[src/rtl/sar_pkg.sv]
// Shared types and helpers for the SAR converter sampler: FSM states,
// default converter width and the WAIT timeout formula.
package sar_pkg;

  typedef enum logic [1:0] {
    IDLE,
    TRIG,
    WAIT,
    ACC
  } state_e;

  localparam int ADC_WIDTH_DEF = 8;

  function automatic int timeout_cycles(input int adc_width);
    return 2 * adc_width + 8;
  endfunction

endpackage

[src/rtl/sar_tick_gen.sv]
// Sample-interval tick generator: counts 0..max(period,1)-1 while enabled
// and emits a registered one-cycle tick on each wrap.
module sar_tick_gen #(
  parameter int PERIOD_W = 16
) (
  input  logic                clk,
  input  logic                rst_n,
  input  logic                en,
  input  logic [PERIOD_W-1:0] period,
  output logic                tick
);

  logic [PERIOD_W-1:0] cnt_q;
  logic [PERIOD_W-1:0] last_q;
  logic [PERIOD_W-1:0] last_d;
  logic                tick_q;

  // The terminal count is latched only at a wrap, so a new period takes effect then.
  assign last_d = (period == '0) ? '0 : period - PERIOD_W'(1);

  always_ff @(posedge clk) begin
    if (!rst_n) begin
      cnt_q  <= '0;
      last_q <= last_d;
      tick_q <= 1'b0;
    end else if (!en) begin
      cnt_q  <= '0;
      last_q <= last_d;
      tick_q <= 1'b0;
    end else if (cnt_q == last_q) begin
      cnt_q  <= '0;
      last_q <= last_d;
      tick_q <= 1'b1;
    end else begin
      cnt_q  <= cnt_q + PERIOD_W'(1);
      tick_q <= 1'b0;
    end
  end

  assign tick = tick_q;

endmodule

[src/rtl/sar_adc_sampler.sv]
// Initiator for the SAR converter: periodic start pulses, result capture,
// 2^AVG_LOG2 averaging onto a valid/ready port, and sticky integrity flags.
module sar_adc_sampler
  import sar_pkg::*;
#(
  parameter int ADC_WIDTH = ADC_WIDTH_DEF,
  parameter int PERIOD_W  = 16,
  parameter int AVG_LOG2  = 2,
  parameter int TIMEOUT   = timeout_cycles(ADC_WIDTH)
) (
  input  logic                 clk,
  input  logic                 rst_n,
  input  logic                 en,
  input  logic [PERIOD_W-1:0]  period,
  input  logic                 clr,
  input  logic                 eoc,
  input  logic                 den,
  input  logic [ADC_WIDTH-1:0] din,
  output logic                 start,
  output logic                 busy,
  output logic [ADC_WIDTH-1:0] avg_data,
  output logic                 avg_valid,
  input  logic                 avg_ready,
  output logic                 miss,
  output logic                 timeout_err,
  output logic                 overrun
);

  localparam int ACC_W = ADC_WIDTH + AVG_LOG2;
  localparam int TMO_W = $clog2(TIMEOUT + 1);
  localparam logic [AVG_LOG2:0] FULL = (AVG_LOG2 + 1)'(1 << AVG_LOG2);

  state_e               state_q;
  logic [ADC_WIDTH-1:0] sample_q;
  logic [ACC_W-1:0]     acc_q, acc_d;
  logic [AVG_LOG2:0]    cnt_q, cnt_d;
  logic [TMO_W-1:0]     tmo_q;
  logic [ADC_WIDTH-1:0] avg_d;
  logic                 start_q, busy_q, avg_valid_q;
  logic [ADC_WIDTH-1:0] avg_data_q;
  logic                 miss_q, tmo_err_q, overrun_q;
  logic                 tick;

  sar_tick_gen #(
    .PERIOD_W(PERIOD_W)
  ) u_tick (
    .clk   (clk),
    .rst_n (rst_n),
    .en    (en),
    .period(period),
    .tick  (tick)
  );

  always_comb begin
    acc_d = acc_q + ACC_W'(sample_q);
    cnt_d = cnt_q + (AVG_LOG2 + 1)'(1);
    avg_d = ADC_WIDTH'(acc_d >> AVG_LOG2);
  end

  // Flag clears come first so a same-cycle set lower down takes priority.
  always_ff @(posedge clk) begin
    if (!rst_n) begin
      state_q     <= IDLE;
      sample_q    <= '0;
      acc_q       <= '0;
      cnt_q       <= '0;
      tmo_q       <= '0;
      start_q     <= 1'b0;
      busy_q      <= 1'b0;
      avg_data_q  <= '0;
      avg_valid_q <= 1'b0;
      miss_q      <= 1'b0;
      tmo_err_q   <= 1'b0;
      overrun_q   <= 1'b0;
    end else begin
      start_q <= 1'b0;
      if (clr) begin
        miss_q    <= 1'b0;
        tmo_err_q <= 1'b0;
        overrun_q <= 1'b0;
      end
      if (tick && state_q != IDLE) miss_q <= 1'b1;
      if (avg_valid_q && avg_ready) avg_valid_q <= 1'b0;

      case (state_q)
        IDLE: begin
          if (!en) begin
            acc_q <= '0;
            cnt_q <= '0;
          end else if (tick) begin
            state_q <= TRIG;
            start_q <= 1'b1;
            busy_q  <= 1'b1;
          end
        end
        TRIG: begin
          state_q <= WAIT;
          tmo_q   <= '0;
        end
        WAIT: begin
          if (eoc && den) begin
            sample_q <= din;
            state_q  <= ACC;
            busy_q   <= 1'b0;
          end else if (tmo_q == TMO_W'(TIMEOUT - 1)) begin
            tmo_err_q <= 1'b1;
            state_q   <= IDLE;
            busy_q    <= 1'b0;
          end else begin
            tmo_q <= tmo_q + TMO_W'(1);
          end
        end
        ACC: begin
          state_q <= IDLE;
          if (cnt_d == FULL) begin
            acc_q <= '0;
            cnt_q <= '0;
            if (!avg_valid_q || avg_ready) begin
              avg_data_q  <= avg_d;
              avg_valid_q <= 1'b1;
            end else begin
              overrun_q <= 1'b1;
            end
          end else begin
            acc_q <= acc_d;
            cnt_q <= cnt_d;
          end
        end
        default: state_q <= IDLE;
      endcase
    end
  end

  assign start       = start_q;
  assign busy        = busy_q;
  assign avg_data    = avg_data_q;
  assign avg_valid   = avg_valid_q;
  assign miss        = miss_q;
  assign timeout_err = tmo_err_q;
  assign overrun     = overrun_q;

endmodule

[config.mk]
export PLATFORM = sky130hd
export DESIGN_NAME = sar_adc_sampler
export DESIGN_NICKNAME = d
export VERILOG_FILES = /design/src/rtl/sar_pkg.sv /design/src/rtl/sar_tick_gen.sv /design/src/rtl/sar_adc_sampler.sv
export SDC_FILE = /design/constraint.sdc
export NUM_CORES = 1
export LEC_CHECK = 0
export CELL_PAD_IN_SITES_DETAIL_PLACEMENT = 1
export CELL_PAD_IN_SITES_GLOBAL_PLACEMENT = 1
export CORE_MARGIN = 5
export CORE_UTILIZATION = 47
export CTS_CLUSTER_DIAMETER = 100
export DETAILED_ROUTE_END_ITERATION = 6
export PLACE_DENSITY = 0.86
export SLEW_MARGIN = 20
export SYNTH_ARGS = -nofsm -noshare
export SYNTH_HDL_FRONTEND = slang
export SYNTH_HIERARCHICAL = 1
export SYNTH_SLANG_ARGS = --single-unit
[constraint.sdc]
create_clock -name clk -period 4.08 [get_ports clk]
set_clock_uncertainty 0.1 [all_clocks]
set_input_delay 1.02 -clock clk [delete_from_list [all_inputs] [get_ports clk]]
set_output_delay 1.02 -clock clk [all_outputs]
set_load 0.02 [all_outputs]
== Yosys cells after proc, flatten, opt, wreduce, memory -nomap -nowiden ==
Index checks and enable logic that the tools add are counted.
W data, S select, Z words.
Operators by class
  bitwise gates (word level): 2
  equality and inequality tests: 13
  mux-type cells: 39
  reductions and logical operators: 21
  add/subtract/negate cells: 5
Operator list (count)
  $mux W16: 4
  $mux W1: 20
  $mux W10: 2
  $pmux W10 S2: 1
  $add A16 B1 Y16 const B: 1
  $eq A16 B16 Y1: 1
  $logic_not A16 Y1: 1
  $sub A16 B1 Y16 const B: 1
  $reduce_and A3 Y1: 4
  $add A10 B8 Y10: 1
  $mux W5: 2
  $pmux W5 S2: 1
  $reduce_bool A2 Y1: 5
  $mux W2: 4
  $ne A2 B2 Y1 const B: 4
  $pmux W2 S4: 1
  $mux W3: 2
  $pmux W3 S2: 1
  $reduce_and A2 Y1: 3
  $add A5 B1 Y5 const B: 1
  $eq A5 B5 Y1 const B: 1
  $eq A2 B2 Y1 const B: 2
  $reduce_and A4 Y1: 1
  $add A3 B1 Y3 const B: 1
  other kinds (12): 15
Word-level totals
  register bits: 75
  input bits: 31
  output and inout bits: 14
  word-level logic and storage cells: 95

== Longest topological paths before layout ==
  depth after elaboration: 5
  mapped depth: 7
  mapped depth without buffers: 7

== By module ==
Netlist, hierarchy kept.
By module, submodules not included
  sar_adc_sampler: cells an instance 274, sequential area each 840.8 µm², times used 1, area each 2322.2 µm²
  sar_tick_gen: cells an instance 179, sequential area each 820.8 µm², times used 1, area each 1795.5 µm²

== Least setup slack after synthesis ==
OpenSTA, ideal clock, no wires.
  path kind: input to register
  start: input port period[10]
  end: register u_tick.last_q[15] (data pin)
  data required time: 3720 ps
  stages: 4
  path slack: 1680 ps
  setup time: 260 ps
  buffers on the path: 0
  arrival: 2041 ps
  cells stage by stage: nor4_1 nand2_1 nor2_1 mux2_2
On the way
  longest elaborated chain between the ends: 5
  elaborated cells on any way between the ends: 6
  those cells by class: add/sub: 1; mux: 4; reduce/logical: 1
RTL lines
  start: declaration: RTL line sar_adc_sampler.sv:14  | input logic [PERIOD_W-1:0] period,
  $sub A16 B1 Y16 / $logic_not A16 Y1 (equally long branches): RTL line sar_tick_gen.sv:19  | assign last_d = (period == '0) ? '0 : period - PERIOD_W'(1);
  $mux W16 *: RTL line sar_tick_gen.sv:19
  $mux W16: RTL line sar_tick_gen.sv:30  | end else if (cnt_q == last_q) begin
  $mux W16: RTL line sar_tick_gen.sv:26  | end else if (!en) begin
  $mux W16 *: RTL line sar_tick_gen.sv:22  | if (!rst_n) begin
  end signal: assignment: RTL line sar_tick_gen.sv:24  | last_q <= last_d;
  end signal: assignment: RTL line sar_tick_gen.sv:28  | last_q <= last_d;
  end signal: assignment: RTL line sar_tick_gen.sv:32  | last_q <= last_d;
  end: declaration: RTL line sar_tick_gen.sv:14  | logic [PERIOD_W-1:0] last_q;
Mark *: on every way between the ends. The rest lies on a longest branch, timed or not. The select of a mux whose other input is x is not followed.
A chain may end at the register's enable or synchronous reset.

== Worst setup path after layout ==
  start: input port period[5]
  end: register u_tick.last_q[5] (data pin)
Same word-level chain as after synthesis.

==> metrics.md <==
| Metric | Value |
|---|---|
| Outcome | finished clean |
| Final worst setup slack | 1050 ps |
| Clock tree root driver cell | clkbuf_8 |
| YS warnings | 6 |
| CORE AREA | 8640 µm² |
| Crit path DAT | 3000 ps |
| I/O pins | 45 |
| Die Height | 104 µm |
| Switching share of power | 0.264 |
| Total routed wirelength | 11000 µm |
| Worst vdd ir | 182 µV |
| Critical path endpoint category | flop |
| Synthesized instance count | 453 |
| Routed vias | 3571 |
| Slew headroom | 0.244 |
| Site row count | 34 |
| Post-CTS setup buffers | 0 |
| DPL Wire Length | 8000 µm |
| Port bufs | 44 |
| Post-Layout Cell Count | 609 |
| Clk network pwr share | 0.388 |
| Seq cells post-synth | 75 |
| Placed insts | 593 |
| Final setup violation count | 0 |
| FF-to-FF End | acc_q[6]$_SDFFE_PN0P_ |
| Worst reg2reg setup slack | 1800 ps |
| Number of nets in the layout | 545 |
| Post-synthesis sequential area ratio | 0.404 |
| Synth unique cells | 73 |
| Worst R2R Start | sample_q[0]$_SDFFE_PN0P_ |
| Initial Util | 0.477 |
| First-pass GRT wire length | 18400 µm |
| Drt wl/cell | 18.0 µm |
| Post-route ant nets | 0 |
| 1st-iter DRT viols | 173 |
| Hold depth | 2 |
| H-Tree Depth | 3 |
| Area Overhead vs Synth | 18.2% |
| Setup_tns | 0 ps |
| Period minus WS final | 3030 ps |
| Fmax | 0.330 GHz |
| Crit path launch type | input pin |
| Largest net degree at the start of global routing | 26 |
| Worst Tran Pin Value | 1130 ps |
| Antenna violations before repair | 0 |
| Pleak | 1.61 nW |
| DRC | 0 |
| CTS Hold Buffers Added | 0 |
| Synth top area share | 0.287 |
| Internal power | 1.26 mW |
| CP Max Fanout | 14 |
| Placed instance area | 4640 µm² |
| Hold endpoint | avg_data[0]$_SDFFE_PN0P_ |
| Clock insertion delay at the later pin of the skew report | 350 ps |
| CTS Buf Count | 9 |
| Mapped Avg Cell Area | 9.09 µm² |
| Share of power burned in registers | 0.473 |
| Remaining Overflow, GRT | 0 |
| Crit share post-route | 0.742 |
| Antenna cell count | 0 |
| DP Worst Slack | 719 ps |
| Gr usage total | 0.203 |
| Fraction of layout cells with a size suffix above 1 | 0.0818 |
| Mapped Area | 4120 µm² |
| CTS tree | yes |
| Post-CTS Resized | 0 |
| Synthesized Nets | 502 |
| Clock transition at path regs | 80 ps |
| Cell taking the most area after synthesis | dfxtp_1 |
| Most used DFF post-synth | dfxtp_1 |
| Cell Pwr Density | 351 nW/µm² |
| R2R depth | 7 |
| Die width | 104 µm |
| Comb pwr share | 0.139 |
| Ranking of synthesized cells by area | dfxtp_1 29%, edfxtp_1 12%, xnor2_1 7.0% |
| EDFF count, synth | 16 |
| Clk sink count | 75 |
| Vias in the first global route | 3778 |
| Most common cell in the netlist | dfxtp_1 |
| Design area | 4870 µm² |
| DIE AREA | 10700 µm² |
| Clock buffer depth | 2 |
| Avg Vias per Cell | 5.86 |
| Hold Fails Final Rpt | 0 |
| RSZ-0062 raised after global routing | no |
| Pre-antenna DRT Iters | 4 |
| NetSw | 451 µW |
| Post-synth top cells | 59 x dfxtp_1, 40 x nand2_1, 39 x nor2_1, 33 x xnor2_1, 25 x nand3_1 |
| Crit path kind | in -> reg |
| HP Class | reg -> reg |
| CP required | 4050 ps |
| Share of synthesized registers carrying an async set or reset | 0 |
| Final Wtd Congestion | 0.885 |
| Final max-slew violation count | 0 |
| Hold Path Origin | avg_data[0]$_SDFFE_PN0P_ |
| Max-cap viol count | 0 |
| Worst Hold Slack | 362 ps |
==> cells in the final DEF (no fill, tap or decap), types with 3 or more instances in the layout <==
cell type        synthesis  routed
nand2b_1                 5       5
nand4_1                 13      13
or2_2                    3       3
nor3b_1                  3       3
a22oi_1                  3       3
nor4_1                   8       8
nand4b_1                 3       3
edfxtp_1                16      16
ha_1                    17      17
o21ai_0                 14      13
xor2_1                  10      10
nor2b_1                  4       4
clkbuf_8                 0       9
o211ai_1                 5       5
a21oi_1                 23      23
nor3_1                  24      24
a21oi_2                  3       3
dfxtp_1                 59      59
nand3_1                 25      25
and2_1                   4       4
nor2_1                  39      39
buf_4                    0       3
clkdlybuf4s50_1          0      44
xnor2_1                 33      33
o21a_1                   3       3
o31ai_1                  3       3
o21ai_1                  2       3
a21boi_0                 3       3
or4_1                    3       3
nand2_1                 40      40
a211oi_1                 7       7
inv_1                   15      15
nand3b_1                 3       3
==> critical path, cell delays in order <==
cell	delay, ps
clkdlybuf4s50_1	510
nor4_4	570
nand4b_1	230
nor2_2	510
nor2_1	140
==> metrics by stage <==
step,total power [mW],util
final,1.71,0.563
after floorplan,0.961,-
after CTS,1.72,0.563
after global routing,1.78,0.563
after detailed placement,1.06,0.537
after global placement,1.04,0.537
==> power by group through the flow <==
| stage | combinational, mW | clock [mW] | sequential, mW |
|---|---|---|---|
| after floorplan | 0.136 | 0 | 0.824 |
| after global placement | 0.222 | 0 | 0.822 |
| after detailed placement | 0.232 | 0 | 0.824 |
| after CTS | 0.236 | 0.672 | 0.808 |
| after global routing | 0.255 | 0.711 | 0.811 |
| final | 0.237 | 0.661 | 0.807 |
==> final cells by class <==
| class | count | area [µm²] |
|---|---|---|
| Sequential cell | 75 | 1660 |
| Inverter | 16 | 60.1 |
| Fill cell | 1011 | 3770 |
| Timing Repair Buffer | 47 | 463 |
| Multi-Input combinational cell | 347 | 2320 |
| Clock inverter | 5 | 73.8 |
| Tap cell | 108 | 135 |
| Clock buffer | 11 | 153 |
==> worst max-delay path by stage <==
stage                     startpoint                              end  slack, ps  depth (start not counted)
after floorplan           period[10]  u_tick/last_q[15]$_SDFFCE_PN0P_       1680                          4
after global placement     period[2]  u_tick/last_q[15]$_SDFFCE_PN0P_        930                          5
after detailed placement   period[5]   u_tick/last_q[5]$_SDFFCE_PN0P_        720                          5
after CTS                  period[5]   u_tick/last_q[5]$_SDFFCE_PN0P_       1080                          5
after global routing       period[5]   u_tick/last_q[5]$_SDFFCE_PN0P_        920                          5
final                      period[5]   u_tick/last_q[5]$_SDFFCE_PN0P_       1050                          5
==> sequential cells by signal, indices dropped and copies added (netlist names) <==
register / cells
acc_q: 10
cnt_q: 3
u_tick/tick: 1
busy: 1
start: 1
sample_q: 8
u_tick/cnt_q: 16
tmo_q: 5
state_q: 2
avg_data: 8
timeout_err: 1
avg_valid: 1
u_tick/last_q: 16
overrun: 1
miss: 1
==> layer usage <==
layer	part of all wire	track usage	vias to the layer above
li1	-	-	1734
met1	0.46	0.253	1733
met2	0.49	0.346	83
met3	0.036	0.0454	21
met4	0.019	0.0647	0
met5	0	0	-
==> cell families (layout without fill, tap and decap cells) <==
group                    after synthesis  after routing  share of synthesized area
AO/OA/AOI/OAI                         88             88                      0.146
XOR/XNOR                              44             44                     0.0954
adder cells (fa/ha/maj)               18             18                     0.0565
buffers and inverters                 31             79                     0.0331
flip-flops                            75             75                      0.404
multiplexers                           3              3                    0.00760
AND/OR/NAND/NOR                      194            194                      0.258
No activity file was read; power rests on OpenSTA's default activity.
